===== src/rtl/play_timer.sv =====
// Elapsed-play timer: prescaled 1 s tick driving three BCD digits M:SS (0:00..9:59).
// Optional feature macro TIMER_SATURATE_EN: hold at 9:59 instead of wrapping to 0:00.
module play_timer #(
    parameter int TICKS_PER_SECOND = 1
) (
    input  logic       clk,
    input  logic       reset,
    input  logic       count,
    output logic [3:0] seconds0,
    output logic [3:0] seconds1,
    output logic [3:0] minutes0
);

    localparam int PW = (TICKS_PER_SECOND > 1) ? $clog2(TICKS_PER_SECOND) : 1;
    localparam logic [PW-1:0] PMAX = PW'(TICKS_PER_SECOND - 1);

    logic [PW-1:0] presc_q, presc_d;
    logic [3:0]    s0_q, s0_d, s1_q, s1_d, m0_q, m0_d;
    logic          at_max, run, tick;

    assign at_max = (m0_q == 4'd9) && (s1_q == 4'd5) && (s0_q == 4'd9);

`ifdef TIMER_SATURATE_EN
    // Once 9:59 is reached the whole timer, prescaler included, freezes until reset.
    assign run = count && !at_max;
`else
    assign run = count;
`endif

    assign tick = run && (presc_q == PMAX);

    always_comb begin
        presc_d = presc_q;
        if (run)
            presc_d = (presc_q == PMAX) ? '0 : presc_q + PW'(1);
    end

    always_comb begin
        s0_d = s0_q;
        s1_d = s1_q;
        m0_d = m0_q;
        if (tick) begin
            if (at_max) begin
                s0_d = 4'd0;
                s1_d = 4'd0;
                m0_d = 4'd0;
            end else if (s0_q == 4'd9) begin
                s0_d = 4'd0;
                if (s1_q == 4'd5) begin
                    s1_d = 4'd0;
                    m0_d = m0_q + 4'd1;
                end else begin
                    s1_d = s1_q + 4'd1;
                end
            end else begin
                s0_d = s0_q + 4'd1;
            end
        end
    end

    always_ff @(posedge clk or negedge reset) begin
        if (!reset) begin
            presc_q <= '0;
            s0_q    <= 4'd0;
            s1_q    <= 4'd0;
            m0_q    <= 4'd0;
        end else begin
            presc_q <= presc_d;
            s0_q    <= s0_d;
            s1_q    <= s1_d;
            m0_q    <= m0_d;
        end
    end

    assign seconds0 = s0_q;
    assign seconds1 = s1_q;
    assign minutes0 = m0_q;

endmodule


===== config.mk =====
export PLATFORM = sky130hd
export DESIGN_NAME = play_timer
export DESIGN_NICKNAME = d
export VERILOG_FILES = /design/src/rtl/play_timer.sv
export SDC_FILE = /design/constraint.sdc
export NUM_CORES = 1
export LEC_CHECK = 0
export ABC_AREA = 1
export CAP_MARGIN = 10
export CORE_AREA = 2 2 44 46
export DETAILED_ROUTE_END_ITERATION = 16
export DIE_AREA = 0 0 46 48
export HOLD_SLACK_MARGIN = 0.08
export PLACE_DENSITY = 0.71
export SLEW_MARGIN = 20
export SYNTH_ARGS = -nofsm -noshare
export SYNTH_HDL_FRONTEND = slang
export SYNTH_SLANG_ARGS = --single-unit

===== constraint.sdc =====
create_clock -name clk -period 3.5 [get_ports clk]
set_clock_uncertainty 0.05 [all_clocks]
set_input_delay 0.7 -clock clk [delete_from_list [all_inputs] [get_ports clk]]
set_output_delay 0.7 -clock clk [all_outputs]
set_load 0.01 [all_outputs]

==> metrics, run 1 <==
outcome=finished, final reports clean; dominant synthesized flop cell=dfrtp_1; Global Route met3 Usage=7.17%; M1 GR Usage=15.9%; Post-CTS Resized=0; Row Count=15; CP Class=register to primary output; hold_buf cts=0; routed len/inst=10.7 um; CTS Buffer Depth=2; drt first-iter violations=6; Fmax=481 MHz; clk_lat worst skew=0.27 ns; peak-usage layer in the global routing report=met2; share of cells above drive strength 1=6.73%; Post-synth ARST share=100%; count leader, synth=nand2_1; CTS tree=done; post-route ant nets=0; RD Place Congestion=0.792; Hold Crit Class=register to register; PnR worst setup slack=1.42 ns; register area share after synthesis=42.7%; syn_nets=96; Ys Warns=0; min Tclk post-route=2.08 ns; synthesized flop and latch total=12; total track usage=14.5%; final std cells w/o fill=121; clock transition at the registers of the reported paths=0.07 ns; WL final=1.29 mm; Syn Std Cell Area=703 um2; Place WS=1.44 ns; Overall Power=523 uW; WHS=0.487 ns; DRC violations left=0; area occupied by registers=300 um2; starting density of the core=41.6%; CP max stage delay=0.59 ns; Hold Violations, Final=0; # port buffers=14; fin. max-slew vios=0; Max IR drop VDD=0.369 mV; setup bufs post-CTS=0; EDFF count, synth=0; cell taking the most area after synthesis=dfrtp_1; vias=596; CP Max Fanout=7; PwrDens=589 mW/mm2; max_cap viols=0; Post-DP HPWL=979 um; ratio of final minimum period to clock period=59.4%; synth-to-layout area growth=26.2%; Synth top cells by count=nand2_1 (27), dfrtp_1 (12), nand3_1 (12), inv_1 (10); critical path buffer and inverter count=1; Multi-input gate area=357 um2; Final setup viols=0; worst endpoint data arrival time=1.33 ns; ANT cells=0; number of global-route vias before repair=548; clock root buffer=clkbuf_4; Synth cell types=15; core area=0.00169 mm2; average cell area after synthesis=8.08 um2; met2 usage=24.4%; Setup TNS Final=0 ns; post-synth top area share=42.7%; First-pass DRT Iterations=4; crit start category=register; Slew @ Worst Pin=0.522 ns; worst path cell trace=clkdlybuf4s50_1; global route overflow=0; first-pass GRT wire length=2.21 mm; antenna violations before repair=0; clock sinks=12; FF-to-FF path depth=7; Num CTS Buffers=3; cell count along the critical path=1; WHS Path Cells=2; dpl cells=118; Nets=115; die footprint=0.00221 mm2; largest net degree at the start of global routing=13; Crit path max-delay family=buffers and inverters; Mapped Cells=87; Leakage=0.000444 uW; total I/O pin count=15; RSZ-0062 raised after global routing=no; CP endpoint kind=primary output; critical path required time=2.75 ns; die height=48 um; critical path's slowest cell=clkdlybuf4s50_1; Rel. slew slack=65.1%; CTS H-tree lvls=1; DIE WIDTH=46 um; fillers=166; via/cell ratio=4.93; Synth area leaders=dfrtp_1 (43%), nand2_1 (14%), ha_1 (11%), nand3_1 (8.5%), inv_1 (5.3%)
metrics by stage:
| step | instance area, um2 | util (%) |
|---|---|---|
| 2_1_floorplan | 703 | - |
| 4_1_cts | 887 | 52.5 |
| 3_5_place_dp | 865 | 51.2 |
| 3_3_place_gp | 865 | 51.2 |
| 5_1_grt | 887 | 52.5 |
| 6_report | 887 | 52.5 |
metal layers:
layer,wire [um],vias up
met4,14,0
li1,-,313
met2,621,17
met1,572,264
met3,84,2
met5,0,-
final timing paths:
check	startpoint	endpoint	slack (ns)
worst max-delay path	seconds1[2]	seconds1[2]	1.42
worst min-delay path	minutes0[3]	minutes0[3]	0.49
worst max register to register	seconds0[1]	minutes0[0]	2.06
worst min register to register	minutes0[3]	minutes0[3]	0.49
max in group asynchronous	reset	seconds1[1]	2.33
min in group asynchronous	reset	minutes0[2]	0.73
cell type report:
cell class | instances | area share [%]
Tap cell | 17 | 2.40
Inverter | 12 | 5.22
Multi-Input combinational cell | 63 | 40.2
Sequential cell | 12 | 33.9
Clock buffer | 3 | 2.54
Timing Repair Buffer | 14 | 15.8
power breakdown:
part / switching, uW / leakage (uW) / internal (uW) / total [uW]
Clock: 41.1 / 0.0000138 / 39.8 / 80.9
Sequential: 54.7 / 0.000157 / 175 / 230
Combinational: 104 / 0.000274 / 109 / 212
sequential cells by signal (all words and copies together) (netlist names):
signal and flops:
seconds0 4, seconds1 4, minutes0 4
cell families (layout without fill, tap and decap cells):
family          count (synthesis)  after routing  synth area share [%]
simple gates                   49             49                  32.6
flops                          12             12                  42.7
buf+inv                        12             29                  6.58
fa+ha+maj                       6              6                  10.7
compound gates                  5              5                  3.74
xor+xnor                        3              3                  3.74
worst reg2reg max path, cell delays in order, from the launching register on:
cell and delay [ns]:
dfrtp_1 0.42, inv_1 0.09, ha_1 0.23, nand4_4 0.19, nor2_4 0.18, inv_2 0.07, nand2_1 0.06, nand2_1 0.05
cell usage in the layout, fill, tap and decap left out, types with 3 or more instances in the layout:
cell type         n
xor2_1            3
inv_1            10
nand3_1          12
nand2_1          27
clkbuf_4          3
clkdlybuf4s50_1  14
dfrtp_1          12
ha_1              6
nor2_1            6
Power figures use the tool's default switching activity.
==> run 2, diff against run 1 <==
--- a/config.mk
+++ b/config.mk
@@ -11,7 +11,7 @@
 export DETAILED_ROUTE_END_ITERATION = 16
 export DIE_AREA = 0 0 46 48
 export HOLD_SLACK_MARGIN = 0.08
-export PLACE_DENSITY = 0.71
+export PLACE_DENSITY = 0.74
 export SLEW_MARGIN = 20
 export SYNTH_ARGS = -nofsm -noshare
 export SYNTH_HDL_FRONTEND = slang
==> constraint.sdc (replaced) <==
create_clock -name clk -period 1.75 [get_ports clk]
set_clock_uncertainty 0.05 [all_clocks]
set_input_delay 0.35 -clock clk [delete_from_list [all_inputs] [get_ports clk]]
set_output_delay 0.35 -clock clk [all_outputs]
set_load 0.01 [all_outputs]
==> metrics, run 2 (synthesis gave the netlist of run 1 again) <==
outcome=finished, final reports clean; most frequent cells in the layout=nand2_1 (27), clkdlybuf4s50_1 (14), nand3_1 (12); worst endpoint data arrival time=1.29 ns (-0.04 ns); critical path buffer and inverter count=1 (unchanged); clock transition at the registers of the reported paths=0.07 ns (about the same); PnR worst setup slack=0.0572 ns (-1.37 ns); Rel. slew slack=63.9% (-1.2 points); ANT cells=0 (unchanged); CP max stage delay=0.57 ns (-0.02 ns); design area=901 um2 (+1.6%); Max IR drop VDD=0.751 mV (+100%); max_cap viols=0 (unchanged); vias=611 (+2.5%); Setup TNS Final=0 ns (unchanged); ratio of final minimum period to clock period=96.7%; Post-DP HPWL=1.03 mm (+4.9%); share of cells above drive strength 1=12.4% (+5.7 points); routed len/inst=10.8 um (+1.4%); # port buffers=14 (unchanged); clock root buffer=clkbuf_4; antenna violations before repair=0 (unchanged); most common cell after layout, fill and taps aside=nand2_1; Nets=116 (+0.87%); CP Max Fanout=6 (-1); CP endpoint kind=primary output; DRC violations left=0 (unchanged); post-route core utilization=53.3% (+0.81 points); setup bufs post-CTS=0 (unchanged); via/cell ratio=5.01 (+1.7%); worst path cell trace=clkdlybuf4s50_1; Hold Violations, Final=0 (unchanged); Num CTS Buffers=3 (unchanged); RD Place Congestion=0.822 (+3.8%); Slew @ Worst Pin=0.540 ns (+0.0177 ns); RSZ-0062 raised after global routing=no; fin. max-slew vios=0 (unchanged); die height=48 um (unchanged); global route overflow=0 (unchanged); first-pass GRT wire length=2.37 mm (+7.2%); CTS Buffer Depth=2 (unchanged); Leakage=0.000442 uW (-0.38%); Hold Crit Class=input port to async pin; Final setup viols=0 (unchanged); Fmax=591 MHz; Place WS=0.151 ns (-1.29 ns); Multi-input gate area=357 um2 (unchanged); clock sinks=12 (unchanged); die footprint=0.00221 mm2 (unchanged); total track usage=15.6% (+1.1 points); crit start category=register; largest net degree at the start of global routing=13 (unchanged); PwrDens=1180 mW/mm2 (+99%); synth-to-layout area growth=28.1%; Row Count=15 (unchanged); post-route ant nets=0 (unchanged); Crit path max-delay family=buffers and inverters; Post-Place Cell Area=872 um2 (+0.87%); DIE WIDTH=46 um (unchanged); WHS=0.383 ns (-0.104 ns); First-pass DRT Iterations=4 (unchanged); area occupied by registers=307 um2 (+2.1%); WL final=1.32 mm (+2.2%); CTS H-tree lvls=1 (unchanged); fillers=179 (+7.8%); clk_lat worst skew=0.27 ns (about the same); critical path's slowest cell=clkdlybuf4s50_1; number of global-route vias before repair=566 (+3.3%); min Tclk post-route=1.69 ns; total I/O pin count=15 (unchanged); CTS tree=done; critical path required time=1.35 ns (-1.40 ns); starting density of the core=41.6% (unchanged); drt first-iter violations=11 (+5); Post-CTS Resized=0 (unchanged); hold_buf cts=0 (unchanged); core area=0.00169 mm2 (unchanged); CP Class=register to primary output
-- run 2: changes by cell type in the layout (fill, tap and decap cells not counted) --
cell     change
dfrtp_1      -5
dfrtp_2      +5
buf_4        +1
-- run 2: final cells by class --
class | count | share of cell area (%)
tap | 17 | 2.36
multi-input combinational | 63 | 39.6
clock buffer | 3 | 2.50
timing repair buffer | 15 | 16.4
sequential | 12 | 34.0
inverter | 12 | 5.14
-- run 2: routing by layer --
layer,vias up,GRT usage [%],part of all wire [%]
met3,2,6.79,4.7
met5,-,0,0
met1,276,19.5,47
li1,319,-,-
met4,0,3.43,0.98
met2,14,25.0,47
-- run 2: metrics by stage --
step,power [uW],cells
final,1060,122
after floorplan,683,87
after global placement,884,119
after global routing,1160,122
after detailed placement,897,119
after CTS,1070,122
-- run 2: path summary, 6_finish.rpt --
path / startpoint / endpoint / slack (ns) / depth (start not counted)
worst max-delay path: minutes0[2] / minutes0[2] / 0.06 / 1
worst min-delay path: reset / seconds0[2] / 0.38 / 1
worst max register to register: seconds0[1] / minutes0[2] / 0.29 / 7
worst min register to register: seconds0[0] / seconds0[0] / 0.48 / 1
max in group asynchronous: reset / minutes0[0] / 0.88 / 1
min in group clk: seconds0[0] / seconds0[0] / 0.48 / 1
-- run 2: power breakdown --
part	switching (uW)	leakage (uW)	internal, uW	total (uW)
Combinational	207	0.000279	220	427
Sequential	108	0.000150	358	466
Clock	86.2	0.0000138	79.5	166
Total	401	0.000442	658	1060
